==> config.mk <==
export PLATFORM = sky130hd
export DESIGN_NAME = vehicle_detect_queue
export DESIGN_NICKNAME = d
export VERILOG_FILES = /design/src/rtl/vehicle_detect_queue.sv
export SDC_FILE = /design/constraint.sdc
export NUM_CORES = 1
export LEC_CHECK = 0
export BUFFER_PORTS_ARGS = -buffer_cell sky130_fd_sc_hd__buf_4
export CAP_MARGIN = 20
export CORE_ASPECT_RATIO = 1.4
export CORE_MARGIN = 4
export CORE_UTILIZATION = 30
export DETAILED_ROUTE_END_ITERATION = 8
export GPL_TIMING_DRIVEN = 0
export PLACE_DENSITY = 0.5
export SLEW_MARGIN = 15
export SYNTH_ARGS = -nofsm -noshare
export SYNTH_HDL_FRONTEND = slang
export SYNTH_SLANG_ARGS = --single-unit
==> constraint.sdc <==
create_clock -name clk -period 2.7 [get_ports clk]
set_input_delay 0.135 -clock clk [delete_from_list [all_inputs] [get_ports clk]]
set_output_delay 0.135 -clock clk [all_outputs]
set_load 0.05 [all_outputs]
==> src/rtl/vehicle_detect_queue.sv <==
// vehicle_detect_queue
//   Debounces a country-road loop sensor, counts waiting vehicles and
//   retires one vehicle per PASS_CYCLES of country green. Raises the
//   car-waiting request x while any vehicle is queued.
//
// Ports
//   clk      in   system clock, rising edge
//   clear    in   asynchronous active-low reset
//   loop_raw in   loop sensor, asynchronous and possibly bouncing
//   cntry    in   [1:0] country lamp: 0=RED 1=YELLOW 2=GREEN (3 = not green)
//   x        out  car-waiting request (registered)
//   q_count  out  [CNT_W-1:0] number of queued vehicles
//   sat      out  sticky: an arrival was lost at a full queue
//   fault    out  stuck-sensor flag (only with VDQ_STUCK_DET_EN defined)
//
// Build option
//   VDQ_STUCK_DET_EN : adds the stuck-sensor counter, the fault port and
//                      forces x high while fault is set.
//
// Debounce FSM states
//   state  | meaning
//   S_LOW  | sensor accepted low, idle
//   S_RISE | sensor went high, counting stable high samples
//   S_HIGH | sensor accepted high (vehicle present)
//   S_FALL | sensor went low, counting stable low samples

module vehicle_detect_queue #(
  parameter int DEB_CYCLES   = 4,
  parameter int PASS_CYCLES  = 8,
  parameter int CNT_W        = 4,
  parameter int STUCK_CYCLES = 1024
) (
  input  logic             clk,
  input  logic             clear,
  input  logic             loop_raw,
  input  logic [1:0]       cntry,
  output logic             x,
  output logic [CNT_W-1:0] q_count,
  output logic             sat
`ifdef VDQ_STUCK_DET_EN
  ,
  output logic             fault
`endif
);

  localparam logic [1:0] S_LOW  = 2'd0;
  localparam logic [1:0] S_RISE = 2'd1;
  localparam logic [1:0] S_HIGH = 2'd2;
  localparam logic [1:0] S_FALL = 2'd3;

  localparam logic [7:0]       DEB_LAST  = 8'(DEB_CYCLES - 1);
  localparam logic [7:0]       PASS_LAST = 8'(PASS_CYCLES - 1);
  localparam logic [CNT_W-1:0] Q_ONE     = CNT_W'(1);
  localparam logic [CNT_W-1:0] Q_MAX     = {CNT_W{1'b1}};

  logic [1:0]       sync_q, sync_d;
  logic             loop_s;
  logic [1:0]       state_q, state_d;
  logic [7:0]       deb_cnt_q, deb_cnt_d;
  logic             arrive_q, arrive_d;
  logic [7:0]       pass_cnt_q, pass_cnt_d;
  logic [CNT_W-1:0] q_count_q, q_count_d;
  logic             x_q, x_d;
  logic             sat_q, sat_d;
  logic             service_en;
  logic             depart;

  // Two-flop synchronizer; bit 1 is the synchronized sensor.
  always_comb begin
    sync_d = {sync_q[0], loop_raw};
  end
  assign loop_s = sync_q[1];

  // Debounce FSM. arrive is registered so one vehicle yields exactly one
  // single-cycle pulse, launched on the S_RISE -> S_HIGH edge only.
  always_comb begin
    state_d   = state_q;
    deb_cnt_d = deb_cnt_q;
    arrive_d  = 1'b0;
    case (state_q)
      S_LOW: begin
        if (loop_s) begin
          state_d   = S_RISE;
          deb_cnt_d = 8'd1;
        end
      end
      S_RISE: begin
        if (!loop_s) begin
          state_d   = S_LOW;
          deb_cnt_d = 8'd0;
        end else if (deb_cnt_q == DEB_LAST) begin
          state_d   = S_HIGH;
          deb_cnt_d = 8'd0;
          arrive_d  = 1'b1;
        end else begin
          deb_cnt_d = deb_cnt_q + 8'd1;
        end
      end
      S_HIGH: begin
        if (!loop_s) begin
          state_d   = S_FALL;
          deb_cnt_d = 8'd1;
        end
      end
      S_FALL: begin
        if (loop_s) begin
          state_d   = S_HIGH;
          deb_cnt_d = 8'd0;
        end else if (deb_cnt_q == DEB_LAST) begin
          state_d   = S_LOW;
          deb_cnt_d = 8'd0;
        end else begin
          deb_cnt_d = deb_cnt_q + 8'd1;
        end
      end
      default: begin
        state_d   = S_LOW;
        deb_cnt_d = 8'd0;
      end
    endcase
  end

  // Pass timer: any non-green cycle (including code 3) or empty queue
  // throws away partial service.
  always_comb begin
    service_en = (cntry == 2'd2) && (q_count_q != '0);
    depart     = service_en && (pass_cnt_q == PASS_LAST);
    if (!service_en || depart) begin
      pass_cnt_d = 8'd0;
    end else begin
      pass_cnt_d = pass_cnt_q + 8'd1;
    end
  end

  // Queue counter. depart already implies a non-empty queue.
  always_comb begin
    q_count_d = q_count_q;
    sat_d     = sat_q;
    case ({arrive_q, depart})
      2'b10: begin
        if (q_count_q == Q_MAX) begin
          sat_d = 1'b1;
        end else begin
          q_count_d = q_count_q + Q_ONE;
        end
      end
      2'b01:   q_count_d = q_count_q - Q_ONE;
      default: q_count_d = q_count_q;
    endcase
  end

`ifdef VDQ_STUCK_DET_EN
  localparam logic [15:0] STUCK_LIM = 16'(STUCK_CYCLES);

  logic [15:0] stuck_cnt_q, stuck_cnt_d;
  logic        fault_q, fault_d;

  // Counter saturates so a very long stuck period cannot wrap and drop fault.
  always_comb begin
    if (state_q == S_HIGH) begin
      stuck_cnt_d = (stuck_cnt_q == 16'hFFFF) ? stuck_cnt_q : stuck_cnt_q + 16'd1;
    end else begin
      stuck_cnt_d = 16'd0;
    end
    fault_d = (state_q == S_HIGH) && (fault_q || (stuck_cnt_d >= STUCK_LIM));
    x_d     = (q_count_d != '0) || fault_d;
  end

  always_ff @(posedge clk or negedge clear) begin
    if (!clear) begin
      stuck_cnt_q <= 16'd0;
      fault_q     <= 1'b0;
    end else begin
      stuck_cnt_q <= stuck_cnt_d;
      fault_q     <= fault_d;
    end
  end

  assign fault = fault_q;
`else
  always_comb begin
    x_d = (q_count_d != '0);
  end
`endif

  always_ff @(posedge clk or negedge clear) begin
    if (!clear) begin
      sync_q     <= 2'b00;
      state_q    <= S_LOW;
      deb_cnt_q  <= 8'd0;
      arrive_q   <= 1'b0;
      pass_cnt_q <= 8'd0;
      q_count_q  <= '0;
      x_q        <= 1'b0;
      sat_q      <= 1'b0;
    end else begin
      sync_q     <= sync_d;
      state_q    <= state_d;
      deb_cnt_q  <= deb_cnt_d;
      arrive_q   <= arrive_d;
      pass_cnt_q <= pass_cnt_d;
      q_count_q  <= q_count_d;
      x_q        <= x_d;
      sat_q      <= sat_d;
    end
  end

  assign x       = x_q;
  assign q_count = q_count_q;
  assign sat     = sat_q;

endmodule

# [After elaboration in Yosys (flattened, before gate mapping)]
# Index checks and enable logic that the tools add are counted.
[op_classes] addsub=4 n_eq_ne=13 muxes=19 n_reduce_logical=10
[op_table] cell="two-way mux 8 bit" count=6
[op_table] cell="one-hot mux 8 bit (4 select lines)" count=1
[op_table] cell="adder 8 x 1 -> 8 bit, second input constant" count=2
[op_table] cell="two-way mux 2 bit" count=6
[op_table] cell="== test 2 bit, second input constant" count=4
[op_table] cell="== test 8 x 2 -> 1 bit, second input constant" count=1
[op_table] cell="== test 8 x 3 -> 1 bit, second input constant" count=1
[op_table] cell="one-hot mux 2 bit (4 select lines)" count=1
[op_table] cell="one-hot mux 4 bit (2 select lines)" count=1
[op_table] cell="nonzero test 4 bit" count=2
[op_table] cell="inequality test 3 bit, second input constant" count=2
[op_table] cell="adder 4 x 1 -> 4 bit, second input constant" count=1
[op_table] cell="== test 2 x 1 -> 1 bit, second input constant" count=2
[op_table] cell="== test 4 bit, second input constant" count=1
[op_table] cell="two-way mux 4 bit" count=1
[op_table] cell="inequality test 2 bit, second input constant" count=2
[op_table] cell="AND reduction 2 bit" count=2
[op_table] cell="AND reduction 4 bit" count=1
[op_table] cell="subtractor 4 x 1 -> 4 bit, second input constant" count=1
[op_table] cell="two-way mux 1 bit" count=3
[op_table] cell="logical AND 1 bit" count=2
[op_table] cell="logical NOT 2 bit" count=1
[op_table] cell="logical NOT 1 bit" count=1
[op_table] cell="logical OR 1 bit" count=1
[word_totals] register_bits=27

# [Logic depth before layout (Yosys ltp)]
[logic_depth] depth_word=6 mapped_depth=12

# [Worst setup path before layout]
# Ideal clock, no wire load.
[synth_path] kind="flip-flop to flip-flop" start="reg q_count_q[0], in the netlist q_count[0]" end="reg x_q, in the netlist x" t_arrival_ps=2751 setup_slack_ps=-189 stages_incl_launch_ff=12 period_less_slack_ps=2889 cell_sequence="dfrtp_1 -> inv_1 -> ha_1 -> inv_1 -> o311ai_0 -> or2_1 -> inv_1 -> ha_1 -> buf_2 -> nor4b_1 -> o32ai_1 -> or4_1"
[synth_via] elab_chain_len=6
[synth_rtl] element="from (decl)" line="62" text="logic [CNT_W-1:0] q_count_q, q_count_d;"
[synth_rtl] element="from (signal assigned)" line="202" text="q_count_q <= q_count_d;"
[synth_rtl] element="branches (longest 4 deep; another with adder 4 x 1 -> 4 bit)"
[synth_rtl] element="one-hot mux 4 bit (2 select lines) *" line="139" text="case ({arrive_q, depart})"
[synth_rtl] element="via q_count_d[3]" line="62"
[synth_rtl] element="nonzero test 4 bit *" line="182" text="x_d = (q_count_d != '0);"
[synth_rtl] element="via x_d" line="63" text="logic x_q, x_d;"
[synth_rtl] element="to (signal assigned)" line="194" text="x_q <= 1'b0;"
[synth_rtl] element="to (signal assigned)" line="203" text="x_q <= x_d;"
[synth_rtl] element="to (decl)" line="63"
# Mark *: on every way through the listed nets, which the timed path passes.
# A chain may end at the register's enable or synchronous reset.

# [Final worst setup path]
[layout_path] start="reg pass_cnt_q[4]" end="reg x_q, in the netlist x"
[layout_via] elab_chain_len=5
[layout_rtl] element="from (decl)" line="61" text="logic [7:0] pass_cnt_q, pass_cnt_d;"
[layout_rtl] element="from (signal assigned)" line="201" text="pass_cnt_q <= pass_cnt_d;"
[layout_rtl] element="== test 8 x 3 -> 1 bit *" line="127" text="depart = service_en && (pass_cnt_q == PASS_LAST);"
[layout_rtl] element="logical AND 1 bit *" line="127"
[layout_rtl] element="== test 2 x 1 -> 1 bit or == test 2 bit (tied branches)" line="139"
[layout_rtl] element="one-hot mux 4 bit (2 select lines) *" line="139"
[layout_rtl] element="via q_count_d[3]" line="62"
[layout_rtl] element="nonzero test 4 bit *" line="182"
[layout_rtl] element="via x_d" line="63"
# The timed path passes the listed nets; every way through them passes the cells marked *.

==> impl_summary.md <==
Setup path
The critical path data required time is 2.84 ns. The length in cells of the worst reg-to-reg path is 9. The endpoint of the worst-slack reg-to-reg timing path is x. The biggest fanout along the worst timing path is 5. The endpoint type of the worst setup path is a register. The worst register-to-register path has a setup slack of -0.13 ns.

The arrival time at the worst endpoint is 2.97 ns. The critical path in this run is classified as register to register. In this run the critical register-to-register path is launched from pass_cnt_q[4].

The worst setup path is launched from a register.

Finish
The number of antenna diodes is 0. The count of fill cells added during filler insertion is 476. The final layout net count is 173. The area of the multi-input gates is 766 µm². The area used by sequential logic in the layout is 678 µm². The share of final-layout standard cells stronger than drive strength 1 is 28.0%.

The layout overhead on the synthesized area is 25.7%.

Status
The flow ran to the end, but the final reports show violations. The checks that failed: setup timing.

STA
Setup repair after global routing could not meet its margin everywhere. The peak clock frequency supported by timing is 354 MHz. Setup violations remaining at the end of the flow were counted as 1. For the final database, setup skew stands at 0.00283 ns. Counting I/O delays and the setup requirement, the final critical path takes 2.83 ns.

The actual transition at the worst max-transition pin is 0.398 ns. Measured against its own limit, the worst slew margin works out to 73.2%. In the post-route analysis, the smallest setup slack over all paths is -0.129 ns. The number of max-slew violations in the final report is 0. The final hold violation count was 0.

The share of the cycle needed by the critical path after routing is 105%.

Pwr
The power density relative to cell area is 500 mW/mm². The maximum vdd ir drop is 0.276 mV. The design draws 0.000891 W. Summed over all cells, the static leakage comes to 0.798 nW.

Yosys
The number of instances in the synthesized netlist is 139. Averaged over all synthesized cells, the footprint is 10.2 µm². After synthesis, the cell types taking the most area are sky130_fd_sc_hd__dfrtp_1 48%, sky130_fd_sc_hd__ha_1 5.3%, sky130_fd_sc_hd__xor2_1 4.3%, sky130_fd_sc_hd__nor2_1 3.4%, sky130_fd_sc_hd__nand3_1 3.2%. The net count of the mapped netlist is 150. The biggest area contributor in the post-synthesis netlist is sky130_fd_sc_hd__dfrtp_1. The share of synthesized area in the top cell type comes to 47.6%.

Yosys mapped a number of flops with a built-in enable equal to 0. The count of different cell masters after synthesis is 43. In this run the cell area of the synthesized design comes to 0.00142 mm². For this run, the leading register cell type out of synthesis is sky130_fd_sc_hd__dfrtp_1. The post-synthesis async set-or-reset flop share is 100%. Synthesis inferred 27 register bits. The share of the yosys chip area belonging to registers is 47.6%. The Yosys step of the flow raised 0 warnings.

GRT
Entering global routing, the biggest net connects 28 pins. The via count of the first global-routing pass is 1045. After global routing the overflow that remains totals 0. The total routing resource utilization after global routing is 10.4%. The first global-routing pass estimated 4.84 mm of wire. The number of antenna violations at the first check in global routing is 0.

Floorplanning
The area enclosed by the die boundary is 0.00591 mm². The floorplan die height is 89.4 µm. From left edge to right edge, the die measures 66.1 µm. The initial standard-cell utilization of the core is 31.0%. The region available for standard cell placement spans 0.00457 mm². After floorplanning, the core was divided into 29 placement rows. The total I/O pin count is 11.

Route
The final layout contains routed wiring with a total length of 2.63 mm. Using the TritonRoute via totals, the vias-per-cell ratio works out to 4.70. After the first detailed-routing iteration, the DRC count stood at 42.

Across all layers, the routed design uses 1047 vias. The average detailed-routed wire length per instance is 11.8 µm. For this run, design rule violations remaining after detail routing come to 0. The antenna violation net count after detailed routing is 0. The first detailed-routing pass ran for 4 iterations.

Place
Prior to clock tree synthesis, the placed netlist has a worst setup slack of -0.201 ns. Detailed placement ended at an HPWL of 1.88 mm. The routability-driven placement congestion ratio is 0.803. Input and output buffers added on the ports amount to 10.

Clock tree
The level count of the clock H-tree is 1. The cell sitting at the root of the clock tree is a sky130_fd_sc_hd__clkbuf_8. The clock sink total is 27.

The clock tree from TritonCTS is yes. The clock reaches the later pin of the worst-skew pair after 0.26 ns. Counting the buffers created by CTS gives 3. The clock passes through at most 2 buffers. The clock slew seen by the registers of the worst setup and hold paths is 0.09 ns.

Run
The tool flagged a number of max-cap violations equal to 0.

Min path
The path with the worst hold slack has its endpoint at pass_cnt_q[2]. In this run the most critical hold path is launched from cntry[0]. The tightest min-delay check is of the input pin to register type. The number of cells on the worst hold path is 4.
==> cells in the mapped netlist (3+ instances only) <==
| master | instances |
|---|---|
| sky130_fd_sc_hd__ha_1 | 6 |
| sky130_fd_sc_hd__xnor2_1 | 3 |
| sky130_fd_sc_hd__a21oi_1 | 3 |
| sky130_fd_sc_hd__nor3_1 | 3 |
| sky130_fd_sc_hd__dfrtp_1 | 27 |
| sky130_fd_sc_hd__inv_1 | 9 |
| sky130_fd_sc_hd__nand2_1 | 9 |
| sky130_fd_sc_hd__xor2_1 | 7 |
| sky130_fd_sc_hd__o21ai_0 | 9 |
| sky130_fd_sc_hd__nand3_1 | 9 |
| sky130_fd_sc_hd__nor2_1 | 13 |
==> final cells by class <==
class / count / area share [%]
buffer: 3 / 1.40
inverter: 9 / 1.89
tap: 62 / 4.35
timing repair buffer: 18 / 8.84
multi-input combinational: 100 / 42.9
clock buffer: 4 / 2.53
sequential: 27 / 38.0
==> worst max-delay path by stage <==
stage               cells after the start  to  slack, ns          start
finish                                  9   x      -0.13  pass_cnt_q[4]
global route                            9   x      -0.22  pass_cnt_q[4]
CTS                                     9   x      -0.12  pass_cnt_q[7]
detailed placement                     10   x      -0.20  pass_cnt_q[4]
global placement                       10   x      -0.19  pass_cnt_q[4]
floorplan                               9   x      0.004  pass_cnt_q[4]
==> worst max-delay path: stages (launching register included) <==
cell	delay, ns
sky130_fd_sc_hd__dfrtp_1	0.38
sky130_fd_sc_hd__or4_1	0.52
sky130_fd_sc_hd__or3_4	0.35
sky130_fd_sc_hd__or2_4	0.27
sky130_fd_sc_hd__inv_2	0.07
sky130_fd_sc_hd__ha_4	0.22
sky130_fd_sc_hd__clkbuf_16	0.16
sky130_fd_sc_hd__nor4b_4	0.22
sky130_fd_sc_hd__o32ai_2	0.12
sky130_fd_sc_hd__or4_4	0.42
==> layer usage <==
metal  GRT usage, %  wire (µm)  vias to the layer above
met1           13.3       1170                      499
met3           1.64         85                        2
met2           17.4       1350                       12
li1               -          -                      534
met4           3.88         26                        0
met5              0          0                        -
==> sequential cells by signal, indices dropped and copies added, names as in the netlist, named ones only <==
| register | cells |
|---|---|
| state_q | 1 |
| deb_cnt_q | 8 |
| pass_cnt_q | 8 |
| q_count | 4 |
| sat | 1 |
| x | 1 |
| arrive_q | 1 |
| sync_q | 2 |
==> per-stage QoR <==
step / utilization (%) / setup TNS, ns / area (µm²) / hold WS, ns / std cells
2_1_floorplan: - / 0 / 1450 / -0.161 / 139
3_3_place_gp: 35.0 / -0.191 / 1600 / 0.0728 / 211
3_5_place_dp: 35.0 / -0.201 / 1600 / 0.0731 / 211
4_1_cts: 37.4 / -0.119 / 1710 / 0.163 / 219
5_1_grt: 39.0 / -0.260 / 1780 / 0.154 / 223
6_report: 39.0 / -0.129 / 1780 / 0.144 / 223
==> repair_timing <==
action,in CTS,in global routing
pin swaps,2,6
setup endpoints to repair,1,1
setup buffers,2,3
hold endpoints to repair,28,0
cloned,0,1
hold buffers,2,0
resized for setup,6,5
==> kinds of logic (layout without fill, tap and decap cells) <==
group	Yosys count	in the layout	synth area share (%)
buffers and inverters	12	34	3.44
multiplexers	2	2	1.76
AO/OA/AOI/OAI	25	25	12.6
AND/OR/NAND/NOR	57	57	23.1
XOR/XNOR	10	10	6.17
adder cells (fa/ha/maj)	6	6	5.29
flip-flops	27	27	47.6
==> report_power, final <==
group / switching (W) / total, W / internal [W]
clock: 0.000117 / 0.000223 / 0.000105
sequential: 0.0000404 / 0.000478 / 0.000438
combinational: 0.000101 / 0.000190 / 0.0000886
==> cells in the final DEF, fill, tap and decap left out, types with 2 or more instances in the layout <==
cell type / count
sky130_fd_sc_hd__a21oi_1: 2
sky130_fd_sc_hd__and2_1: 2
sky130_fd_sc_hd__and3_1: 2
sky130_fd_sc_hd__and3_2: 2
sky130_fd_sc_hd__buf_4: 15
sky130_fd_sc_hd__clkbuf_8: 3
sky130_fd_sc_hd__dfrtp_1: 25
sky130_fd_sc_hd__dfrtp_2: 2
sky130_fd_sc_hd__dlygate4sd3_1: 2
sky130_fd_sc_hd__ha_1: 4
sky130_fd_sc_hd__inv_1: 8
sky130_fd_sc_hd__nand2_1: 9
sky130_fd_sc_hd__nand3_1: 9
sky130_fd_sc_hd__nand4_1: 2
sky130_fd_sc_hd__nor2_1: 13
sky130_fd_sc_hd__nor2b_1: 2
sky130_fd_sc_hd__nor3_1: 3
sky130_fd_sc_hd__o21ai_0: 6
sky130_fd_sc_hd__o21ai_1: 3
sky130_fd_sc_hd__or2_2: 2
sky130_fd_sc_hd__xnor2_1: 3
sky130_fd_sc_hd__xor2_1: 7
No activity file was read; power rests on OpenSTA's default activity.
